--- config.mk ---
export PLATFORM = sky130hd
export DESIGN_NAME = rv_bus_arbiter
export DESIGN_NICKNAME = d
export VERILOG_FILES = /design/src/rtl/rv_bus_arbiter.sv
export SDC_FILE = /design/constraint.sdc
export NUM_CORES = 1
export LEC_CHECK = 0
export CAP_MARGIN = 40
export CORE_UTILIZATION = 32
export DETAILED_ROUTE_END_ITERATION = 6
export GPL_TIMING_DRIVEN = 0
export PLACE_DENSITY = 0.66
export SYNTH_ARGS = -nofsm -noshare
export SYNTH_HDL_FRONTEND = slang
export SYNTH_SLANG_ARGS = --single-unit
export TNS_END_PERCENT = 30
--- constraint.sdc ---
create_clock -name clk -period 4.7 [get_ports clk]
set_input_delay 0.705 -clock clk [delete_from_list [all_inputs] [get_ports clk]]
set_output_delay 0.705 -clock clk [all_outputs]
set_load 0.02 [all_outputs]
--- src/rtl/rv_bus_arbiter.sv ---
// rv_bus_arbiter: shares the single bus master between instruction fetch (IF)
// and data (D) requesters. One transaction at a time, D has priority with a
// starvation guard for IF. Misaligned and reserved-size requests are rejected
// without a bus cycle, and a bus cycle with no bus_ack is aborted after a timeout.
module rv_bus_arbiter #(
  parameter int unsigned TIMEOUT_CYCLES = 64,
  parameter int unsigned STARVE_MAX     = 4
) (
  input  logic        clk,
  input  logic        rst,
  input  logic        if_req,
  input  logic [31:0] if_addr,
  output logic        if_ack,
  output logic        if_err,
  output logic [31:0] if_rdata,
  input  logic        d_req,
  input  logic        d_wr,
  input  logic [31:0] d_addr,
  input  logic [31:0] d_wdata,
  input  logic [1:0]  d_tsize,
  output logic        d_ack,
  output logic        d_err,
  output logic [31:0] d_rdata,
  output logic        bus_req,
  output logic        bus_wr,
  output logic [31:0] bus_addr,
  output logic [31:0] bus_wdata,
  output logic [1:0]  bus_tsize,
  input  logic        bus_ack,
  input  logic [31:0] bus_rdata
);

  localparam int unsigned TW = (TIMEOUT_CYCLES > 1) ? $clog2(TIMEOUT_CYCLES) : 1;
  localparam int unsigned SW = $clog2(STARVE_MAX + 1);
  localparam logic [TW-1:0] TIMER_LAST = TW'(TIMEOUT_CYCLES - 1);
  localparam logic [SW-1:0] STREAK_MAX = SW'(STARVE_MAX);

  typedef enum logic [1:0] {
    S_IDLE = 2'd0,
    S_BUSY = 2'd1,
    S_DONE = 2'd2
  } state_t;

  state_t        state, state_nxt;
  logic          owner_d, owner_d_nxt;
  logic [SW-1:0] streak, streak_nxt;
  logic [TW-1:0] timer, timer_nxt;

  logic          pick_d;
  logic [31:0]   pick_addr;
  logic [1:0]    pick_tsize;
  logic          pick_bad;

  logic          bus_req_nxt, bus_wr_nxt;
  logic [31:0]   bus_addr_nxt, bus_wdata_nxt;
  logic [1:0]    bus_tsize_nxt;
  logic          if_ack_nxt, if_err_nxt, d_ack_nxt, d_err_nxt;
  logic [31:0]   if_rdata_nxt, d_rdata_nxt;

  // Winner selection and alignment check of the winner's request
  always_comb begin
    pick_d     = d_req && !(if_req && (streak == STREAK_MAX));
    pick_addr  = pick_d ? d_addr : if_addr;
    pick_tsize = pick_d ? d_tsize : 2'b10;
    case (pick_tsize)
      2'b00:   pick_bad = 1'b0;
      2'b01:   pick_bad = pick_addr[0];
      2'b10:   pick_bad = |pick_addr[1:0];
      default: pick_bad = 1'b1;
    endcase
  end

  // Next-state and next registered-output logic
  always_comb begin
    state_nxt     = state;
    owner_d_nxt   = owner_d;
    streak_nxt    = if_req ? streak : '0;
    timer_nxt     = timer;
    bus_req_nxt   = bus_req;
    bus_wr_nxt    = bus_wr;
    bus_addr_nxt  = bus_addr;
    bus_wdata_nxt = bus_wdata;
    bus_tsize_nxt = bus_tsize;
    if_rdata_nxt  = if_rdata;
    d_rdata_nxt   = d_rdata;
    if_ack_nxt    = 1'b0;
    if_err_nxt    = 1'b0;
    d_ack_nxt     = 1'b0;
    d_err_nxt     = 1'b0;

    case (state)
      S_IDLE: begin
        if (if_req || d_req) begin
          owner_d_nxt = pick_d;
          if (pick_d && if_req)
            streak_nxt = (streak == STREAK_MAX) ? streak : streak + SW'(1);
          else
            streak_nxt = '0;
          if (pick_bad) begin
            state_nxt  = S_DONE;
            if_ack_nxt = !pick_d;
            if_err_nxt = !pick_d;
            d_ack_nxt  = pick_d;
            d_err_nxt  = pick_d;
          end else begin
            state_nxt     = S_BUSY;
            timer_nxt     = '0;
            bus_req_nxt   = 1'b1;
            bus_wr_nxt    = pick_d && d_wr;
            bus_addr_nxt  = pick_addr;
            bus_wdata_nxt = pick_d ? d_wdata : '0;
            bus_tsize_nxt = pick_tsize;
          end
        end
      end
      S_BUSY: begin
        if (bus_ack) begin
          state_nxt   = S_DONE;
          bus_req_nxt = 1'b0;
          bus_wr_nxt  = 1'b0;
          if (owner_d) d_rdata_nxt = bus_rdata;
          else         if_rdata_nxt = bus_rdata;
          d_ack_nxt  = owner_d;
          if_ack_nxt = !owner_d;
        end else if (timer == TIMER_LAST) begin
          state_nxt   = S_DONE;
          bus_req_nxt = 1'b0;
          bus_wr_nxt  = 1'b0;
          d_ack_nxt   = owner_d;
          d_err_nxt   = owner_d;
          if_ack_nxt  = !owner_d;
          if_err_nxt  = !owner_d;
        end else begin
          timer_nxt = timer + TW'(1);
        end
      end
      S_DONE: begin
        state_nxt = S_IDLE;
      end
      default: begin
        state_nxt = S_IDLE;
      end
    endcase
  end

  // FSM state register
  always_ff @(posedge clk) begin
    if (rst) state <= S_IDLE;
    else     state <= state_nxt;
  end

  // Registered outputs, ownership, starvation streak and timeout timer
  always_ff @(posedge clk) begin
    if (rst) begin
      owner_d   <= 1'b0;
      streak    <= '0;
      timer     <= '0;
      bus_req   <= 1'b0;
      bus_wr    <= 1'b0;
      bus_addr  <= '0;
      bus_wdata <= '0;
      bus_tsize <= '0;
      if_ack    <= 1'b0;
      if_err    <= 1'b0;
      if_rdata  <= '0;
      d_ack     <= 1'b0;
      d_err     <= 1'b0;
      d_rdata   <= '0;
    end else begin
      owner_d   <= owner_d_nxt;
      streak    <= streak_nxt;
      timer     <= timer_nxt;
      bus_req   <= bus_req_nxt;
      bus_wr    <= bus_wr_nxt;
      bus_addr  <= bus_addr_nxt;
      bus_wdata <= bus_wdata_nxt;
      bus_tsize <= bus_tsize_nxt;
      if_ack    <= if_ack_nxt;
      if_err    <= if_err_nxt;
      if_rdata  <= if_rdata_nxt;
      d_ack     <= d_ack_nxt;
      d_err     <= d_err_nxt;
      d_rdata   <= d_rdata_nxt;
    end
  end

endmodule
==> qor.txt <==
unrepaired setup endpoints after global routing: false
most numerous cell in the Yosys netlist: nand2_1
worst reg-to-reg setup slack: 2.57 ns
PD cells: 356 nW/um^2
vias in the first global route: 5399
Layout area overhead: 64.2%
Net count, final: 1086
Die ar.: 18000 sq um
Placeable Area: 16800 sq um
hold depth: 2
startpoint types: input pin
Hold WS: 0.452 ns
Final Util: 0.545
distinct cell type count after synthesis: 43
Synth Register Bits: 148
Critical-path top delay cell: clkdlybuf4s50_1
share of layout cells above drive strength 1: 0.0615
first-pass GRT wire length: 28500 um
sequential element share of the synthesized area: 0.531
fin. max-slew vios: 0
max_slew headroom: 0.563
top-area cell type share of the netlist area: 0.531
Largest delay share family, worst path: buffers and inverters
main combinational cell family by area after synthesis: simple AND/OR/NAND/NOR gates
Final setup viols: 0
logic gate share of total power: 0.160
Crit Path Max Fanout: 10
min-delay src: if_rdata[22]$_SDFFE_PP0P_
max-cap violations: 0
TritonCTS clock tree: done
Critical Path RT: 4.98 ns
Syn Nets: 797
crit end category: register
top post-synthesis cells by area: dfxtp_1 53%, nand2_1 14%, a21oi_1 6.6%
post-synthesis compound-gate area fraction: 0.198
Achievable Freq: 421 MHz
leakage: 3.27 nW
CTS sink count: 148
synthesized netlist cell count: 658
Worst-Margin Slew: 0.651 ns
Worst R2R End: bus_wdata[26]$_SDFFE_PP0P_
Reg clk slew, reported paths: 0.06 ns
Filler cells: 1603
Hold EP: if_rdata[22]$_SDFFE_PP0P_
Die W: 134 um
Worst Path Arrival: 2.65 ns
switching portion of total power: 0.258
RD Place Congestion: 0.775
Post-Synth XOR/XNOR Area: 0.00157
critical path type: input pin to register
clk_lat worst skew: 0.42 ns
Syn Area/Cell: 8.49 sq um
post-DP HPWL: 13700 um
PostCTS Resize Cnt: 0
CP peak stage delay: 0.53 ns
crit share post-route: 0.505
adder-cell share of the synthesized area: 0.00672
post-route ant nets: 0
Via density: 4.78
WL final: 18200 um
Boundary Pins: 272
Num CTS Buffers: 17
Power Total: 3.27 mW
Final min period: 2.37 ns
pin count of the biggest net entering global routing: 17
ys async rst share: 0
Cell Area, Synth: 5580 sq um
GRT Overall Usage: 0.204
Most used DFF post-synth: dfxtp_1
Post-synth EDFFs: 0
Post-synth top cells: 204 x nand2_1, 148 x dfxtp_1, 74 x a21oi_1, 46 x nor2_1, 33 x a22o_1
crit-path cells: clkdlybuf4s50_1, nand3_1, a211o_1, a21oi_4, buf_6, buf_2, a311oi_1
reg2reg start: streak[0]$_SDFFE_PP0P_
setup TNS: 0 ns
Max IR drop VDD: 0.000253 V
Root Buffer: clkbuf_16
IO buf count: 270
initial DRC count: 201
grt ovf: 0
Synth Area in Simple Gates: 0.218
vias: 5643
Yosys warnings: 0
Worst Reg-to-Reg Cells: 8
Die H: 134 um
status: finished, final reports clean
clock share of power: 0.428
row cnt: 47
Internal Power: 2.43 mW
residual DRC count: 0
DR pass1 iterations: 4
CTS H-tree depth: 4
initial antenna violation count: 0
WL/cell: 15.4 um
total setup buffers inserted after CTS: 0
hold buffer count at cts: 0
CP bufs+invs: 3
sequential power share: 0.412
CTS Buffer Depth: 2
mux contribution to synthesized area: 0.00179
Final Hold Fails: 0
Psw: 0.842 mW
Layout Skew: 0.00756 ns
initial core utilization: 0.332
Diodes inserted: 0
Yosys top cell by area: dfxtp_1
worst hold path type: register to register
==> metrics by stage <==
| stage | setup slack [ns] | cell area (sq um) | std cells |
|---|---|---|---|
| detailed placement | 1.87 | 8560 | 1148 |
| CTS | 2.33 | 9170 | 1180 |
| finish | 2.33 | 9170 | 1180 |
| global route | 2.12 | 9170 | 1180 |
| floorplan | 2.74 | 5580 | 658 |
| global placement | 1.90 | 8560 | 1148 |
==> sequential cells by signal, indices dropped and copies added, names as in the netlist <==
| register | count |
|---|---|
| owner_d | 1 |
| bus_wdata | 32 |
| if_ack | 1 |
| bus_wr | 1 |
| state | 2 |
| bus_tsize | 2 |
| if_rdata | 32 |
| bus_req | 1 |
| timer | 6 |
| d_ack | 1 |
| d_rdata | 32 |
| if_err | 1 |
| bus_addr | 32 |
| streak | 3 |
| d_err | 1 |
==> routing by layer <==
| layer | routed length [um] | track usage | vias up |
|---|---|---|---|
| li1 | - | - | 2850 |
| met1 | 7660 | 0.240 | 2584 |
| met2 | 9050 | 0.353 | 184 |
| met3 | 1120 | 0.0605 | 25 |
| met4 | 361 | 0.0649 | 0 |
| met5 | 0 | 0 | - |
==> tightest hold or removal path, stage by stage, from the launching register on <==
cell and delay [ns]:
dfxtp_1 0.31, nand2_1 0.05, a21oi_1 0.05
==> power by group through the flow <==
stage | clock network (mW) | registers (mW) | logic (mW)
3_3_place_gp | 0 | 1.37 | 0.524
5_1_grt | 1.49 | 1.35 | 0.563
6_report | 1.40 | 1.35 | 0.522
4_1_cts | 1.43 | 1.35 | 0.527
3_5_place_dp | 0 | 1.37 | 0.524
2_1_floorplan | 0 | 1.44 | 0.170
==> cells in the final DEF, fill, tap and decap left out, drive strengths merged, types with 11 or more instances in the layout <==
cell	netlist	routed
a21oi	75	75
clkbuf	24	42
a311oi	33	33
buf	22	22
clkdlybuf4s50	0	270
nor2	48	48
a22o	33	33
nand2	204	204
dfxtp	148	148
nand3	11	11
==> worst max path at each step <==
| stage | end | from | slack, ns | cells after the start |
|---|---|---|---|---|
| 6_report | bus_addr[25]$_SDFFE_PP0P_ | if_req | 2.33 | 7 |
| 5_1_grt | bus_wdata[19]$_SDFFE_PP0P_ | if_req | 2.12 | 7 |
| 4_1_cts | bus_addr[13]$_SDFFE_PP0P_ | if_req | 2.33 | 7 |
| 3_5_place_dp | bus_addr[13]$_SDFFE_PP0P_ | if_req | 1.87 | 7 |
| 3_3_place_gp | bus_addr[27]$_SDFFE_PP0P_ | if_req | 1.90 | 7 |
| 2_1_floorplan | bus_addr[14]$_SDFFE_PP0P_ | if_req | 2.74 | 6 |
==> area by class of cell <==
cell class,instances,area [sq um],share of cell area
flip-flops and latches,148,2960,0.323
repair buffers,270,2700,0.295
multi-input cells,460,2380,0.260
clock buffers,18,429,0.0468
well taps,220,275,0.0300
plain buffers,46,226,0.0247
clock inverters,14,179,0.0195
inverters,4,15.0,0.00164
==> logic make-up (layout without fill, tap and decap cells) <==
kind of cell / after synthesis / count (layout)
simple gates: 295 / 295
compound gates: 160 / 160
flops: 148 / 148
buf+inv: 50 / 352
fa+ha+maj: 3 / 3
xor+xnor: 1 / 1
mux: 1 / 1
Note: power is estimated with default switching activity, not from simulation.
==> patch: new RTL, same settings <==
Change the parameter `TIMEOUT_CYCLES` from 64 to 32.
--- a/src/rtl/rv_bus_arbiter.sv
+++ b/src/rtl/rv_bus_arbiter.sv
@@ -5,3 +5,3 @@
 module rv_bus_arbiter #(
-  parameter int unsigned TIMEOUT_CYCLES = 64,
+  parameter int unsigned TIMEOUT_CYCLES = 32,
   parameter int unsigned STARVE_MAX     = 4
Formal check against the unedited RTL: no difference found for any inputs over 4 cycles, from zero or initial values and one cycle with rst high; that may be too few to reach the edited logic, so the function may still have changed.
==> patch against the unedited design <==
- critical path depth did not move
- setup slack improved by 0.028 ns
- cell area rose by 5.5%
- synthesized area rose by 8.5%
- wire length rose by 2.2%
- highest routed layer unchanged
- die area rose by 8.3%
- clock skew fell by 0.0015 ns
- total power fell by 1.1%
- synthesized cell count rose by 3.2%
- sequential cell count fell by 1
- non-clock buffer count rose by 8
==> patch: results (changes against the unedited design) <==
The run finished with clean final reports. The total track usage was 0.189 (-0.0144). The number of fill cells in the layout is 1713 (+6.9%), and the multi-input gate count is 473 (+2.8%).

The fraction of power spent switching nets is 0.242 (-0.0161), and the normalized max-slew margin is 0.586 (+0.0228). The final cell count without fillers is 1210 (+2.5%). The area occupied by multi-input gates is 0.00282 mm² (+18%). The routability-driven placement congestion ratio was 0.793 (+2.4%). The footprint of the flip-flops and latches is 0.00294 mm² (-0.68%). Count of non-CTS buffers in the layout: 324 (+2.5%).

The level count of the clock H-tree came out at 4 (unchanged). Share of final layout cell area taken by non-clock buffers: 0.308 (-0.0114). The global-route wire length before repair was 29100 µm (+2.3%). Yosys attributes the largest share of cell area to sky130_fd_sc_hd__dfxtp_1, sky130_fd_sc_hd__a21oi_1, sky130_fd_sc_hd__nand2_1. The clock buffer and inverter area fraction after layout is 0.0647 (-0.00163). For the leakage power figure, the log shows 0.00357 µW (+9.2%). The run gives 5645 (+4.6%) as the via count of the first global-routing pass.

The power share of the combinational group was 0.149 (-0.011); the proportion of synthesized chip area in sequential cells was 0.486 (-0.0447). The detailed-routing iteration count for the pre-antenna-repair pass was 5 (+1); the power density over the cells was 334 mW/mm² (-6.2%). For the worst clock skew, the log shows 0.00610 ns (-0.00146 ns).

For the worst slack at placement, the log shows 1.90 ns (+0.0301 ns). The average wire per standard cell is 15.4 µm (-0.35%), and the post-synth net total is 819 (+2.8%). The violation count after the first detailed-routing iteration was 251 (+25%); the maximum cell stage delay along the critical path was 0.57 ns (+0.04 ns). The total number of sequential cells was 147 (-0.68%); the overall die width was 140 µm (+4.1%). The mean instance size in the synthesized netlist works out to 8.92 µm² (+5.1%).

Counting instances in the post-synthesis netlist gives the leading cell types as sky130_fd_sc_hd__dfxtp_1, sky130_fd_sc_hd__nand2_1, sky130_fd_sc_hd__a21oi_1. Via density per instance: 4.83 (+0.91%). For the net total in the final layout, the log shows 1108 (+2.0%). The half-perimeter wire length after detailed placement was 13700 µm (about the same); the maximum resistive drop on vdd was 217 µV (-14%).

The number of diodes is 0 (unchanged).
-- patch: changes by cell type after synthesis, sizes merged, moves of 34 or more --
cell   delta
o21ai    +37
nor2     -40
a21oi    +34
nand2    -69
-- patch: cell families after synthesis --
| kind of cell | after synthesis | synth area share |
|---|---|---|
| adder cells (fa/ha/maj) | 4 | 0.00826 |
| AO/OA/AOI/OAI | 192 | 0.189 |
| buffers and inverters | 59 | 0.0487 |
| flip-flops | 147 | 0.486 |
| AND/OR/NAND/NOR | 242 | 0.187 |
| multiplexers | 35 | 0.0812 |
-- patch: final timing paths --
kind / slack (ns) / endpoint / cells past startpoint
max: 2.36 / bus_addr[30] / 7
min: 0.45 / d_rdata[26] / 2
max reg2reg: 2.53 / bus_wdata[3] / 7
min reg2reg: 0.45 / d_rdata[26] / 2
-- patch: per-layer routing --
metal  vias to the layer above  track usage  share of wire
met5                         -            0              0
met1                      2673        0.230           0.43
li1                       2923            -              -
met4                         0       0.0810          0.025
met3                        31       0.0568          0.070
met2                       212        0.311           0.48
